$ cat src/rtl/idct_pkg.sv
// Shared definitions for the IDCT input/output staging blocks:
// block geometry, default pipeline depth and the JPEG zigzag scan table.
package idct_pkg;

    localparam int BLK_DIM              = 8;
    localparam int BLK_N                = BLK_DIM * BLK_DIM;
    localparam int WIN_DEFAULT          = 12;
    localparam int IDCT_LATENCY_DEFAULT = 26;

    typedef logic signed [WIN_DEFAULT-1:0] coeff_t;
    typedef logic                          bank_t;

    // Scan position -> raster index (r*8+c) for the JPEG zigzag order.
    localparam int ZZ2RASTER [0:BLK_N-1] = '{
         0,  1,  8, 16,  9,  2,  3, 10,
        17, 24, 32, 25, 18, 11,  4,  5,
        12, 19, 26, 33, 40, 48, 41, 34,
        27, 20, 13,  6,  7, 14, 21, 28,
        35, 42, 49, 56, 57, 50, 43, 36,
        29, 22, 15, 23, 30, 37, 44, 51,
        58, 59, 52, 45, 38, 31, 39, 46,
        53, 60, 61, 54, 47, 55, 62, 63
    };

endpackage

$ cat src/rtl/idct_valid_pipe.sv
// Valid-tag delay line: a bit entering on i_bit appears on o_bit DEPTH cycles later.
module idct_valid_pipe #(
    parameter int DEPTH = 26
) (
    input  logic clk,
    input  logic rst_n,
    input  logic i_bit,
    output logic o_bit
);

    logic [DEPTH-1:0] r_sr;

    always_ff @(posedge clk or negedge rst_n) begin
        if (!rst_n) begin
            r_sr <= '0;
        end else begin
            r_sr <= (r_sr << 1) | DEPTH'(i_bit);
        end
    end

    assign o_bit = r_sr[DEPTH-1];

endmodule

$ cat src/rtl/idct_block_loader.sv
// Serial coefficient stream -> 8x8 raster blocks in a ping-pong buffer,
// presented whole on the IDCT input bus, with a tag aligned to the IDCT output.
module idct_block_loader
    import idct_pkg::*;
#(
    parameter int WIN          = WIN_DEFAULT,
    parameter int IDCT_LATENCY = IDCT_LATENCY_DEFAULT,
    parameter bit ZIGZAG       = 1'b1
) (
    input  logic                 clk,
    input  logic                 rst_n,
    input  logic                 in_valid,
    output logic                 in_ready,
    input  logic [WIN-1:0]       in_data,
    input  logic                 in_last,
    output logic                 blk_valid,
    input  logic                 blk_ready,
    output logic [BLK_N*WIN-1:0] blk_data,
    output logic                 idct_out_valid,
    output logic                 sync_err
);

    logic [BLK_N*WIN-1:0] r_bank [2];
    logic [1:0]           r_full;
    bank_t                r_fill;
    bank_t                r_drain;
    logic [5:0]           r_cnt;
    logic                 r_sync_err;

    logic                 w_accept;
    logic                 w_xfer;
    logic                 w_cnt_end;
    logic [5:0]           w_addr;

    // in_ready depends on registered state only, never on blk_ready.
    assign in_ready  = ~r_full[r_fill];
    assign blk_valid = |r_full;
    assign w_accept  = in_valid & in_ready;
    assign w_xfer    = blk_valid & blk_ready;
    assign w_cnt_end = (r_cnt == 6'd63);
    assign w_addr    = ZIGZAG ? 6'(ZZ2RASTER[r_cnt]) : r_cnt;
    assign blk_data  = blk_valid ? r_bank[r_drain] : '0;
    assign sync_err  = r_sync_err;

    always_ff @(posedge clk or negedge rst_n) begin
        if (!rst_n) begin
            r_bank[0] <= '0;
            r_bank[1] <= '0;
        end else if (w_accept) begin
            r_bank[r_fill][int'(w_addr)*WIN +: WIN] <= in_data;
        end
    end

    // Completion sets the fill bank, transfer clears the drain bank; when both
    // fire on one edge they necessarily address different banks.
    always_ff @(posedge clk or negedge rst_n) begin
        if (!rst_n) begin
            r_full     <= '0;
            r_fill     <= 1'b0;
            r_drain    <= 1'b0;
            r_cnt      <= '0;
            r_sync_err <= 1'b0;
        end else begin
            if (w_accept) begin
                if (w_cnt_end) begin
                    r_full[r_fill] <= 1'b1;
                    r_fill         <= ~r_fill;
                    r_cnt          <= '0;
                    if (!in_last) begin
                        r_sync_err <= 1'b1;
                    end
                end else if (in_last) begin
                    r_sync_err <= 1'b1;
                    r_cnt      <= '0;
                end else begin
                    r_cnt <= r_cnt + 6'd1;
                end
            end
            if (w_xfer) begin
                r_full[r_drain] <= 1'b0;
                r_drain         <= ~r_drain;
            end
        end
    end

    idct_valid_pipe #(
        .DEPTH (IDCT_LATENCY)
    ) u_tag_pipe (
        .clk   (clk),
        .rst_n (rst_n),
        .i_bit (w_xfer),
        .o_bit (idct_out_valid)
    );

endmodule

$ cat config.mk
export PLATFORM = sky130hd
export DESIGN_NAME = idct_block_loader
export DESIGN_NICKNAME = d
export VERILOG_FILES = /design/src/rtl/idct_pkg.sv /design/src/rtl/idct_valid_pipe.sv /design/src/rtl/idct_block_loader.sv
export SDC_FILE = /design/constraint.sdc
export NUM_CORES = 2
export LEC_CHECK = 0
export ABC_CLOCK_PERIOD_IN_PS = 6900
export CAP_MARGIN = 10
export CORE_UTILIZATION = 38
export CTS_CLUSTER_SIZE = 25
export DETAILED_ROUTE_END_ITERATION = 8
export PLACE_DENSITY = 0.61
export SLEW_MARGIN = 30
export SYNTH_ARGS = -nofsm -noshare
export SYNTH_HDL_FRONTEND = slang
export SYNTH_SLANG_ARGS = --single-unit
$ cat constraint.sdc
create_clock -name clk -period 6.9 [get_ports clk]
set_input_delay 1.38 -clock clk [delete_from_list [all_inputs] [get_ports clk]]
set_output_delay 1.38 -clock clk [all_outputs]
set_load 0.005 [all_outputs]
==> results.sh <==
export IMPL_drc=0
export IMPL_clkPwrFrac=0.376
export IMPL_cts_tree="yes"
export IMPL_overflow=0
export IMPL_async_flop_share=1.00
export IMPL_grt_pass1_wl_mm=398
export IMPL_core_mm2=0.193
export IMPL_drive_above_1_share=0.194
export IMPL_insertion_delay_ns=0.85
export IMPL_worst_path_most_repeated_cell="inv_1"
export IMPL_syn_to_final_growth_pct=23.5
export IMPL_crit_required_ns=7.62
export IMPL_irDropWorstVdd_mv=0.341
export IMPL_startpoint_type="flop"
export IMPL_grt_util_all_layers=0.275
export IMPL_cts_sinks=1573
export IMPL_combinationalPowerShare=0.219
export IMPL_cts_clk_slew_worst_paths_ns=0.07
export IMPL_die_y_um=443
export IMPL_synth_seq_cells=1573
export IMPL_synth_top_cell_area_share=0.532
export IMPL_intPower_uw=16600
export IMPL_dpl_instance_area_mm2=0.0856
export IMPL_numPortBuffers=788
export IMPL_final_area_mm2=0.0915
export IMPL_avgSynthCellArea_um2=10.8
export IMPL_drt_iter0_drc=4287
export IMPL_hold_depth=0
export IMPL_final_cell_mix="dfrtp_1 (1572), nor2_1 (1098), mux2_2 (876), clkdlybuf4s50_1 (787), mux2i_1 (780)"
export IMPL_final_common_cell="dfrtp_1"
export IMPL_start_util=0.384
export IMPL_p_seq_frac=0.405
export IMPL_synth_flop_cell="dfrtp_1"
export IMPL_clk_path_buf_depth=3
export IMPL_root_buffer="clkbuf_16"
export IMPL_rows=161
export IMPL_status="finished clean"
export IMPL_rsz0062_at_grt="true"
export IMPL_yosys_cell_types_count=85
export IMPL_finalSetupViolations=0
export IMPL_hold_viol=0
export IMPL_yosysTopAreaCell="dfrtp_1"
export IMPL_slowest_stage="nor3_1"
export IMPL_synth_nets=6887
export IMPL_worst_pin_slew_ns=1.07
export IMPL_cts_max_level=4
export IMPL_netlist_instances=6847
export IMPL_viasPerCell=5.49
export IMPL_p_leak_uw=0.0376
export IMPL_synth_edff_count=0
export IMPL_instances_no_fill=10300
export IMPL_r2r_slack_ns=0.21
export IMPL_grt_pass1_vias=57200
export IMPL_die_area_mm2=0.197
export IMPL_worstSetupStartpoint="r_cnt[1]"
export IMPL_reg2reg_from="r_cnt[1]"
export IMPL_antenna_found_initial=9
export IMPL_hold_path_class="flop to flop"
export IMPL_yosys_warnings=0
export IMPL_slowest_delay_ns=0.75
export IMPL_ant_nets=0
export IMPL_routabilityCongestion=0.948
export IMPL_vias=56400
export IMPL_max_cap_violations=0
export IMPL_crit_path_end_kind="flop"
export IMPL_timing_slew_headroom=0.283
export IMPL_netlist_area_mm2=0.0740
export IMPL_ys_seq_area_frac=0.532
export IMPL_r2r_cells=17
export IMPL_ctsHoldBuffers=0
export IMPL_p_sw_uw=8370
export IMPL_dp_cells=9955
export IMPL_finalCritPeriodShare=0.970
export IMPL_min_from="u_tag_pipe.r_sr[13]"
export IMPL_cp_max_fo=9
export IMPL_dr_pass1_iters=6
export IMPL_fin_skew_ns=0.0400
export IMPL_cp_cell_sequence="inv_1 > ha_1 > nand2b_1 > a211oi_1 > a211oi_4 > nor3_4 > ha_2 > inv_1 > fa_1 > nand2_1 > a2111oi_0 > a2111oi_2 > nor2_1 > buf_4 > nand4_2 > nor3_1 > mux2_2"
export IMPL_nets=7654
export IMPL_wire_per_inst_um=26.6
export IMPL_fmax_mhz=149
export IMPL_grt_max_degree=191
export IMPL_worstPathBufferInverterCount=3
export IMPL_min_to="u_tag_pipe.r_sr[14]"
export IMPL_numCtsBuffers=173
export IMPL_crit_family="simple AND/OR/NAND/NOR gates"
export IMPL_place_hpwl_mm=199
export IMPL_timing_rr_end="r_bank[1241]"
export IMPL_worst_ep_arrival_time_ns=7.41
export IMPL_drv_slew=0
export IMPL_io_pins=789
export IMPL_power_density_mw_per_mm2=273
export IMPL_fin_crit_ns=6.69
export IMPL_die_x_um=443
export IMPL_yosys_top_cells_area="dfrtp_1 (53%), mux2_2 (13%), mux2i_1 (11%)"
export IMPL_swShare=0.335
export IMPL_path_class="flop to flop"
export IMPL_routed_wirelength_mm=274
## power by group through the flow
stage	sequential, uW	clock [uW]	combinational (uW)
after floorplan	10200	0	2720
final	10100	9380	5470
after global routing	10200	9910	5740
after global placement	10200	0	5250
after CTS	10100	9530	5340
after detailed placement	10300	0	5320
## synthesized netlist by cell type, drive strengths merged (34+ instances only)
master / number
o31ai: 43
a22o: 34
buf: 151
a21oi: 156
nand2: 777
mux2i: 780
clkbuf: 251
o21ai: 578
nand3: 121
dfrtp: 1573
mux2: 896
nor2: 1131
nor3: 41
## metrics by stage
step | hold slack (ns) | util | setup WS [ns] | total power (uW) | TNS (ns)
global placement | 0.333 | 0.443 | 0.237 | 15500 | 0
CTS | 0.347 | 0.473 | 0.0570 | 25000 | 0
floorplan | 0.331 | - | 0.422 | 12900 | 0
finish | 0.346 | 0.474 | 0.210 | 25000 | 0
global route | 0.350 | 0.474 | -0.127 | 25800 | -0.704
detailed placement | 0.335 | 0.443 | 0.111 | 15600 | 0
## worst register-to-register path, stage by stage (launching register included)
cell and delay (ns):
dfrtp_1 0.53, inv_1 0.22, ha_1 0.45, nand2b_1 0.20
a211oi_1 0.50, a211oi_4 0.08, nor3_4 0.22, ha_2 0.22
inv_1 0.07, fa_1 0.64, nand2_1 0.15, a2111oi_0 0.59
a2111oi_2 0.20, nor2_1 0.46, buf_4 0.27, nand4_2 0.57
nor3_1 0.76, mux2_2 0.41
## worst max-delay path by stage
stage / end / slack [ns] / depth (start not counted)
after CTS: r_bank[95] / 0.06 / 17
after floorplan: r_bank[492] / 0.42 / 24
after global routing: r_bank[475] / -0.13 / 17
after detailed placement: r_bank[95] / 0.11 / 17
after global placement: r_bank[350] / 0.24 / 17
final: r_bank[1241] / 0.21 / 17
## layer usage
| layer | routed length (um) | GRT usage | vias to the layer above |
|---|---|---|---|
| li1 | - | - | 25300 |
| met1 | 106000 | 0.329 | 28600 |
| met2 | 130000 | 0.450 | 1930 |
| met3 | 16400 | 0.0519 | 578 |
| met4 | 20600 | 0.182 | 4 |
| met5 | 21 | 0 | - |
## cells by family (layout without fill, tap and decap cells)
| family | after synthesis | count (layout) | share of synthesized area |
|---|---|---|---|
| simple gates | 2201 | 2201 | 0.124 |
| mux | 1676 | 1676 | 0.242 |
| flops | 1573 | 1573 | 0.532 |
| compound gates | 938 | 938 | 0.0737 |
| buf+inv | 421 | 1328 | 0.0230 |
| fa+ha+maj | 23 | 23 | 0.00399 |
| xor+xnor | 15 | 15 | 0.00233 |
| other cells | 0 | 4 | 0 |
## sequential cells by signal, summed over array words and instances (netlist names)
register / flops
r_bank: 1536
u_tag_pipe.r_sr: 26
r_cnt: 6
r_full: 2
r_drain: 1
r_fill: 1
sync_err: 1
## cell type report
cell class	instances	area [um2]
Fill cell	17700	102000
Multi-Input combinational cell	4853	33400
Inverter	19	71.3
Timing Repair Buffer	994	9800
Antenna cell	4	10.0
Sequential cell	1573	39400
Clock inverter	62	739
Clock buffer	253	4960
Tap cell	2526	3160
## what timing repair did
action                     4_1_cts  5_1_grt
setup endpoints to repair        0      149
gates resized for setup          0        5
buffers inserted                 0        6
No activity file was read; power rests on OpenSTA's default activity.
